**config.mk**
```make
export PLATFORM = sky130hd
export DESIGN_NAME = alu_operand_stage_flat
export DESIGN_NICKNAME = d
export VERILOG_FILES = /design/src/rtl/alu_operand_stage_if.sv /design/src/rtl/alu_operand_stage.sv /design/src/flat_wrapper.sv
export SDC_FILE = /design/constraint.sdc
export NUM_CORES = 1
export LEC_CHECK = 0
export ABC_AREA = 0
export BUFFER_PORTS_ARGS = -buffer_cell sky130_fd_sc_hd__buf_2
export CORE_UTILIZATION = 61
export CTS_CLUSTER_DIAMETER = 30
export CTS_CLUSTER_SIZE = 24
export DETAILED_ROUTE_END_ITERATION = 10
export PLACE_DENSITY = 0.81
export SYNTH_ARGS = -nofsm -noshare
export SYNTH_HDL_FRONTEND = slang
export SYNTH_SLANG_ARGS = --single-unit
export TNS_END_PERCENT = 100
```
**constraint.sdc**
```tcl
create_clock -name clk -period 61.6 [get_ports clk]
set_input_delay 9.24 -clock clk [delete_from_list [all_inputs] [get_ports clk]]
set_output_delay 9.24 -clock clk [all_outputs]
set_load 0.03 [all_outputs]
```
**src/rtl/alu_operand_stage_if.sv**
```systemverilog
// Instruction issue bundle between the issuer and the ALU operand stage.
// The issuer drives the instruction fields; the stage answers with ready.
interface alu_operand_stage_if #(
  parameter int DATA_WIDTH = 32,
  parameter int ADDR_WIDTH = 4
);
  logic                  valid;
  logic                  ready;
  logic [2:0]            ctrl;
  logic [ADDR_WIDTH-1:0] rs0;
  logic [ADDR_WIDTH-1:0] rs1;
  logic                  use_imm;
  logic [DATA_WIDTH-1:0] imm;
  logic [ADDR_WIDTH-1:0] rd;
  logic                  wen;

  modport master (
    output valid, ctrl, rs0, rs1,
    output use_imm, imm, rd, wen,
    input  ready
  );

  modport slave (
    input  valid, ctrl, rs0, rs1,
    input  use_imm, imm, rd, wen,
    output ready
  );
endinterface

```
**src/rtl/alu_operand_stage.sv**
```systemverilog
// Operand fetch / writeback stage around an external ALU.
// Holds the register file, forwards from S2 and stalls on S1 hazards.
module alu_operand_stage #(
  parameter int DATA_WIDTH = 32,
  parameter int ADDR_WIDTH = 4
) (
  input  logic                  clk,
  input  logic                  reset,
  alu_operand_stage_if.slave    instr,
  output logic [2:0]            alu_ctrl,
  output logic [DATA_WIDTH-1:0] alu_in0,
  output logic [DATA_WIDTH-1:0] alu_in1,
  input  logic [DATA_WIDTH-1:0] alu_out,
  output logic                  wb_valid,
  output logic [ADDR_WIDTH-1:0] wb_addr,
  output logic [DATA_WIDTH-1:0] wb_data,
  output logic                  cond_valid,
  output logic                  cond_out
);
  localparam int DEPTH = 1 << ADDR_WIDTH;

  logic [DATA_WIDTH-1:0] rf [DEPTH];

  logic                  s1_valid;
  logic [2:0]            s1_ctrl;
  logic [DATA_WIDTH-1:0] s1_op0;
  logic [DATA_WIDTH-1:0] s1_op1;
  logic [ADDR_WIDTH-1:0] s1_rd;
  logic                  s1_wen;

  logic                  s2_valid;
  logic [2:0]            s2_ctrl;
  logic [ADDR_WIDTH-1:0] s2_rd;
  logic                  s2_wen;

  logic                  hazard;
  logic                  accept;
  logic                  fwd0;
  logic                  fwd1;
  logic [DATA_WIDTH-1:0] op0;
  logic [DATA_WIDTH-1:0] op1;
  logic                  is_cmp;

  // S1 result is not available yet, so a reader of S1.rd must wait a cycle
  always_comb begin
    hazard = 1'b0;
    if (s1_valid && s1_wen) begin
      hazard = (s1_rd == instr.rs0) ||
               (!instr.use_imm && s1_rd == instr.rs1);
    end
  end

  assign instr.ready = !hazard;
  assign accept      = instr.valid && !hazard;

  assign fwd0 = s2_valid && s2_wen &&
                (s2_rd == instr.rs0);
  assign fwd1 = s2_valid && s2_wen &&
                (s2_rd == instr.rs1);

  always_comb begin
    op0 = fwd0 ? alu_out : rf[instr.rs0];
    op1 = fwd1 ? alu_out : rf[instr.rs1];
    if (instr.use_imm) op1 = instr.imm;
  end

  always_ff @(posedge clk or posedge reset) begin
    if (reset) begin
      s1_valid <= 1'b0;
      s1_ctrl  <= '0;
      s1_op0   <= '0;
      s1_op1   <= '0;
      s1_rd    <= '0;
      s1_wen   <= 1'b0;
    end else if (accept) begin
      s1_valid <= 1'b1;
      s1_ctrl  <= instr.ctrl;
      s1_op0   <= op0;
      s1_op1   <= op1;
      s1_rd    <= instr.rd;
      s1_wen   <= instr.wen;
    end else begin
      s1_valid <= 1'b0;
      s1_ctrl  <= '0;
      s1_op0   <= '0;
      s1_op1   <= '0;
      s1_rd    <= '0;
      s1_wen   <= 1'b0;
    end
  end

  always_ff @(posedge clk or posedge reset) begin
    if (reset) begin
      s2_valid <= 1'b0;
      s2_ctrl  <= '0;
      s2_rd    <= '0;
      s2_wen   <= 1'b0;
    end else begin
      s2_valid <= s1_valid;
      s2_ctrl  <= s1_ctrl;
      s2_rd    <= s1_rd;
      s2_wen   <= s1_wen;
    end
  end

  always_ff @(posedge clk or posedge reset) begin
    if (reset) begin
      for (int i = 0; i < DEPTH; i++) rf[i] <= '0;
    end else if (wb_valid) begin
      rf[s2_rd] <= alu_out;
    end
  end

  always_comb begin
    is_cmp = 1'b0;
    unique case (1'b1)
      (s2_ctrl == 3'd3): is_cmp = 1'b1;
      (s2_ctrl == 3'd4): is_cmp = 1'b1;
      (s2_ctrl == 3'd5): is_cmp = 1'b1;
      default:           is_cmp = 1'b0;
    endcase
  end

  assign alu_in0    = s1_op0;
  assign alu_in1    = s1_op1;
  assign alu_ctrl   = s2_ctrl;
  assign wb_valid   = s2_valid && s2_wen;
  assign wb_addr    = wb_valid ? s2_rd : '0;
  assign wb_data    = wb_valid ? alu_out : '0;
  assign cond_valid = s2_valid && is_cmp;
  assign cond_out   = cond_valid && alu_out[0];
endmodule

```
**src/flat_wrapper.sv**
```systemverilog
// flat-port wrapper written by rule: the top's interface ports become plain ports
module alu_operand_stage_flat 
#(
  parameter int DATA_WIDTH = 32,
  parameter int ADDR_WIDTH = 4
)
  (clk, reset, alu_ctrl, alu_in0, alu_in1, alu_out, wb_valid, wb_addr, wb_data, cond_valid, cond_out, instr_valid, instr_ctrl, instr_rs0, instr_rs1, instr_use_imm, instr_imm, instr_rd, instr_wen, instr_ready);
  alu_operand_stage_if #(.DATA_WIDTH(DATA_WIDTH), .ADDR_WIDTH(ADDR_WIDTH)) instr_i ();
  input  logic clk;
  input  logic reset;
  output logic [2:0] alu_ctrl;
  output logic [DATA_WIDTH-1:0] alu_in0;
  output logic [DATA_WIDTH-1:0] alu_in1;
  input  logic [DATA_WIDTH-1:0] alu_out;
  output logic wb_valid;
  output logic [ADDR_WIDTH-1:0] wb_addr;
  output logic [DATA_WIDTH-1:0] wb_data;
  output logic cond_valid;
  output logic cond_out;
  input wire logic [$bits(instr_i.valid)-1:0] instr_valid;
  input wire logic [$bits(instr_i.ctrl)-1:0] instr_ctrl;
  input wire logic [$bits(instr_i.rs0)-1:0] instr_rs0;
  input wire logic [$bits(instr_i.rs1)-1:0] instr_rs1;
  input wire logic [$bits(instr_i.use_imm)-1:0] instr_use_imm;
  input wire logic [$bits(instr_i.imm)-1:0] instr_imm;
  input wire logic [$bits(instr_i.rd)-1:0] instr_rd;
  input wire logic [$bits(instr_i.wen)-1:0] instr_wen;
  output wire logic [$bits(instr_i.ready)-1:0] instr_ready;
  assign instr_i.valid = instr_valid;
  assign instr_i.ctrl = instr_ctrl;
  assign instr_i.rs0 = instr_rs0;
  assign instr_i.rs1 = instr_rs1;
  assign instr_i.use_imm = instr_use_imm;
  assign instr_i.imm = instr_imm;
  assign instr_i.rd = instr_rd;
  assign instr_i.wen = instr_wen;
  assign instr_ready = instr_i.ready;
  alu_operand_stage #(.DATA_WIDTH(DATA_WIDTH), .ADDR_WIDTH(ADDR_WIDTH)) u_core (.clk(clk), .reset(reset), .instr(instr_i), .alu_ctrl(alu_ctrl), .alu_in0(alu_in0), .alu_in1(alu_in1), .alu_out(alu_out), .wb_valid(wb_valid), .wb_addr(wb_addr), .wb_data(wb_data), .cond_valid(cond_valid), .cond_out(cond_out));
endmodule
```
# Word-level counts from Yosys, hierarchy flattened

Cells that the tools add are included.
W data, S select, Z words.

Register bits after elaboration: 594
Input port bits: 84
Output and inout bits: 107

$lt $le $gt $ge: 4
Eq/ne operators: 7
Multiplexer cells: 22
Bitwise gates (word level): 3
Reductions and logical operators: 13

Operators by type and width:

| operator             | number |
|---|---|
| $bwmux W512          | 1 |
| $mux W32             | 11 |
| $bmux W32 S4         | 2 |
| $demux W32 S4        | 1 |
| $eq A4 B4 Y1         | 4 |
| $ge A5 B5 Y1 const B | 3 |
| $not A4 Y5           | 3 |
| $logic_and A1 B1 Y1  | 9 |
| $mux W4              | 2 |
| $eq A3 B3 Y1 const B | 2 |
| $lt A5 B1 Y1 const B | 1 |
| $mux W1              | 4 |
| $eq A3 B2 Y1 const B | 1 |
| $mux W3              | 1 |
| $reduce_or A3 Y1     | 1 |
| $logic_not A1 Y1     | 2 |
| $logic_or A1 B1 Y1   | 1 |

# Logic depth before layout (Yosys ltp)

Word-level depth: 7
Gate-level depth with buffers: 8
Mapped depth without buffers: 5

# Worst setup path after synthesis

No wires, ideal clock.

Path kind: input to output
Start: in instr_rs0[0]
End: out instr_ready
Arrival: 10.357 ns
Data required time: 52.360 ns
Path slack: 42.003 ns
Cell stages on the path: 6
Buffers on the path: 2
Cell sequence: buf_2 xor2_1 nor4_1 a41oi_1 or2_2 clkbuf_1

Cells in the longest elaborated chain, start to end: 4

RTL lines:

| element            | RTL line                | RTL |
|---|---|---|
| start, declared    | flat_wrapper.sv:22      | `input wire logic [$bits(instr_i.rs0)-1:0] instr_rs0;` |
| $eq A4 B4 Y1       | alu_operand_stage.sv:48 | `hazard = (s1_rd == instr.rs0) \|\|` |
| $logic_or A1 B1 Y1 | alu_operand_stage.sv:48 |  |
| $mux W1            | alu_operand_stage.sv:47 | `if (s1_valid && s1_wen) begin` |
| $logic_not A1 Y1   | alu_operand_stage.sv:53 | `assign instr.ready = !hazard;` |
| end, declared      | flat_wrapper.sv:28      | `output wire logic [$bits(instr_i.ready)-1:0] instr_ready;` |

No other way between the ends.

# Worst setup path in the final report

Start: in instr_rs0[1]
End: out instr_ready

Same word-level chain as after synthesis.

==> metrics.md <==
| Metric | Value |
|---|---|
| CTS buffer count | `121` |
| Critical Path Source Type | `input port` |
| Mean post-synth cell area | `14.5 sq um` |
| Share of layout cells above drive strength 1 | `0.519` |
| Endpoints failing setup | `0` |
| Die extent in y | `228 um` |
| Initial antenna violation count | `3` |
| Global-route wire length before repair | `140000 um` |
| Initial DRC count | `2201` |
| Later-pin clock latency in the skew report | `0.67 ns` |
| Clock Sinks | `594` |
| Number of hold violations in the final report | `0` |
| Vias per cell | `7.03` |
| CTS Buffer Depth | `3` |
| CP required | `52.36 ns` |
| Multi-input gate area | `15000 sq um` |
| Port buffer count | `190` |
| H-tree depth | `3` |
| Root Buffer | `clkbuf_16` |
| Least-Margin Pin Slew | `1.17 ns` |
| CP Data Arrival Time | `11.24 ns` |
| Slew Viols, Final | `0` |
| Layout fillers | `2992` |
| Vias in the first global route | `22779` |
| Total power | `1.33 mW` |
| Post_cts resized | `0` |
| Post-DP HPWL | `47800 um` |
| Nets | `2329` |
| Netlist Area Pre-Place | `31100 sq um` |
| Synth unique cells | `39` |
| CTS Hold Bufs | `0` |
| Pre-antenna DRT Iters | `5` |
| Cell leakage power | `16.8 nW` |
| Fin Setup TNS | `0 ns` |
| Placer Congestion | `0.817` |
| Starting Density | `0.619` |
| Largest net degree at the start of global routing | `103` |
| Crit path capture type | `primary output` |
| Ys async rst share | `1.00` |
| FF/Latch Area | `14900 sq um` |
| Final instance area | `36500 sq um` |
| Total wire length | `91300 um` |
| Io pins | `191` |
| Worst Clk Skew | `0.0294 ns` |
| Via count | `21264` |
| Worst hold path class | `flip-flop to flip-flop` |
| Number of remaining DRC errors | `0` |
| Syn nets | `2222` |
| CORE AREA | `50200 sq um` |
| Die W | `228 um` |
| Final WS setup | `41.12 ns` |
| Post-DRT Antenna Nets | `0` |
| Max Cap Viol | `0` |
| Post-route minimum period | `20.48 ns` |
| Cell area after placement | `32100 sq um` |
| FF+latch count, synth | `594` |
| Pwr/cell area | `36.6 nW/um^2` |
| Overall routing resource usage | `0.367` |
| CP max FO | `42` |
| Yosys warning count | `0` |
| Overflow after GRT | `0` |
| Maximum operating frequency | `0.0488 GHz` |
| Clock transition at the registers of the reported paths | `0.05 ns` |
| Synth Flop Type | `dfrtp_1` |
| Die Footprint | `51800 sq um` |
| WL per Instance | `30.2 um` |
| Outcome | `finished, final reports clean` |
| Setup bufs post-CTS | `0` |
| Dpl ws | `41.14 ns` |
| Crit Path Class | `input port to primary output` |
| Row cnt | `82` |
| Syn Inst Count | `2138` |
| Final worst-path cycle share | `0.332` |
| Worst slew margin | `0.217` |
| CTS tree | `done` |
| Sequential share of the synthesized area | `0.478` |
| Area Overhead vs Synth | `17.3%` |
| RSZ-0062 raised after global routing | `false` |
| Post-synth EDFFs | `0` |
| VDD IR max | `0.0226 mV` |
cell families (layout without fill, tap and decap cells):
| logic type | Yosys count | after routing | synth area share |
|---|---|---|---|
| AO/OA/AOI/OAI | 226 | 226 | 0.0560 |
| XOR/XNOR | 16 | 16 | 0.00475 |
| buffers and inverters | 283 | 496 | 0.0456 |
| flip-flops | 594 | 594 | 0.478 |
| multiplexers | 769 | 769 | 0.379 |
| other | 0 | 2 | 0 |
| AND/OR/NAND/NOR | 250 | 250 | 0.0365 |
synth_stat cells, types with 2 or more instances:
| master | n | share of area |
|---|---|---|
| nand3_1 | 2 | 0.00032 |
| a31oi_1 | 32 | 0.0064 |
| mux4_2 | 256 | 0.19 |
| a22oi_1 | 128 | 0.031 |
| clkbuf_1 | 120 | 0.014 |
| nor2b_1 | 4 | 0.00081 |
| nand2b_1 | 6 | 0.0012 |
| nand2_1 | 165 | 0.020 |
| a21oi_1 | 32 | 0.0052 |
| or4_1 | 2 | 0.00048 |
| nor2_1 | 16 | 0.0019 |
| mux2_1 | 51 | 0.018 |
| buf_6 | 23 | 0.0083 |
| mux2_4 | 60 | 0.029 |
| and3_1 | 45 | 0.0091 |
| a221oi_2 | 20 | 0.0097 |
| buf_4 | 20 | 0.0048 |
| mux2_2 | 401 | 0.15 |
| a221oi_1 | 12 | 0.0034 |
| xnor2_1 | 6 | 0.0017 |
| dfrtp_1 | 594 | 0.48 |
| and2_1 | 3 | 0.00060 |
| buf_2 | 82 | 0.013 |
| xor2_1 | 9 | 0.0025 |
| inv_1 | 35 | 0.0042 |
path summary, 6_finish.rpt:
check / startpoint / end / slack [ns] / cells past startpoint
worst min-delay path: u_core.s1_ctrl[2] / u_core.alu_ctrl[2] / 0.35 / 0
worst max register to register: u_core.s2_valid / u_core.rf[211] / 58.03 / 5
min in group asynchronous: reset / u_core.alu_in1[7] / 8.73 / 2
worst min register to register: u_core.s1_ctrl[2] / u_core.alu_ctrl[2] / 0.35 / 0
worst max-delay path: instr_rs0[1] / instr_ready / 41.12 / 6
max in group asynchronous: reset / u_core.s2_valid / 50.48 / 4
state kept, by name, indices dropped and copies added (netlist names):
name             count
u_core.s1_ctrl       3
u_core.s2_wen        1
u_core.s2_rd         4
u_core.s1_wen        1
u_core.alu_in0      32
u_core.rf          512
u_core.s1_valid      1
u_core.alu_in1      32
u_core.s1_rd         4
u_core.s2_valid      1
u_core.alu_ctrl      3
stage by stage:
stage	hold WS (ns)	instances	util
after floorplan	0.331	2138	-
after global placement	0.334	2794	0.640
after detailed placement	0.336	2794	0.640
after CTS	0.352	3023	0.727
after global routing	0.359	3025	0.727
final	0.350	3025	0.727
final cells by class:
cell class                 instances  area share
antenna                            2    0.000137
clock buffer                     150      0.0911
clock inverter                    79      0.0281
inverter                          35     0.00381
multi-input combinational       1261       0.411
sequential                       594       0.408
tap                              672      0.0231
timing repair buffer             232      0.0354
where the power goes:
part	switching, mW	internal [mW]	leakage, nW	total (mW)
clock network	0.226	0.462	2.09	0.687
registers	0.0359	0.437	7.71	0.473
logic	0.0797	0.0941	7.05	0.174
total	0.341	0.992	16.8	1.33
cell usage in the layout, fill, tap and decap left out, types with 12 or more instances in the layout:
master / n
dfrtp_1: 593
mux2_2: 401
mux4_2: 256
buf_2: 185
nand2_1: 164
a22oi_1: 128
clkbuf_16: 123
mux2_4: 60
mux2_1: 51
and3_1: 45
buf_4: 45
inv_1: 34
a21oi_1: 32
a31oi_1: 32
clkinv_2: 21
a221oi_2: 20
bufinv_16: 19
clkbuf_8: 16
clkinvlp_4: 16
clkinv_4: 14
clkbuf_1: 13
nor2_4: 12
a221oi_1: 12
worst max-delay path: stages:
cell and delay, ns:
buf_4 0.58, xor2_1 0.22, nor4_1 0.08, a41oi_1 0.57, or2_2 0.31, buf_2 0.22
routing by layer:
layer,part of all wire,global-route usage
met5,0,0
met4,0.060,0.231
met3,0.097,0.0917
met2,0.47,0.568
met1,0.37,0.469
Power figures use the tool's default switching activity.
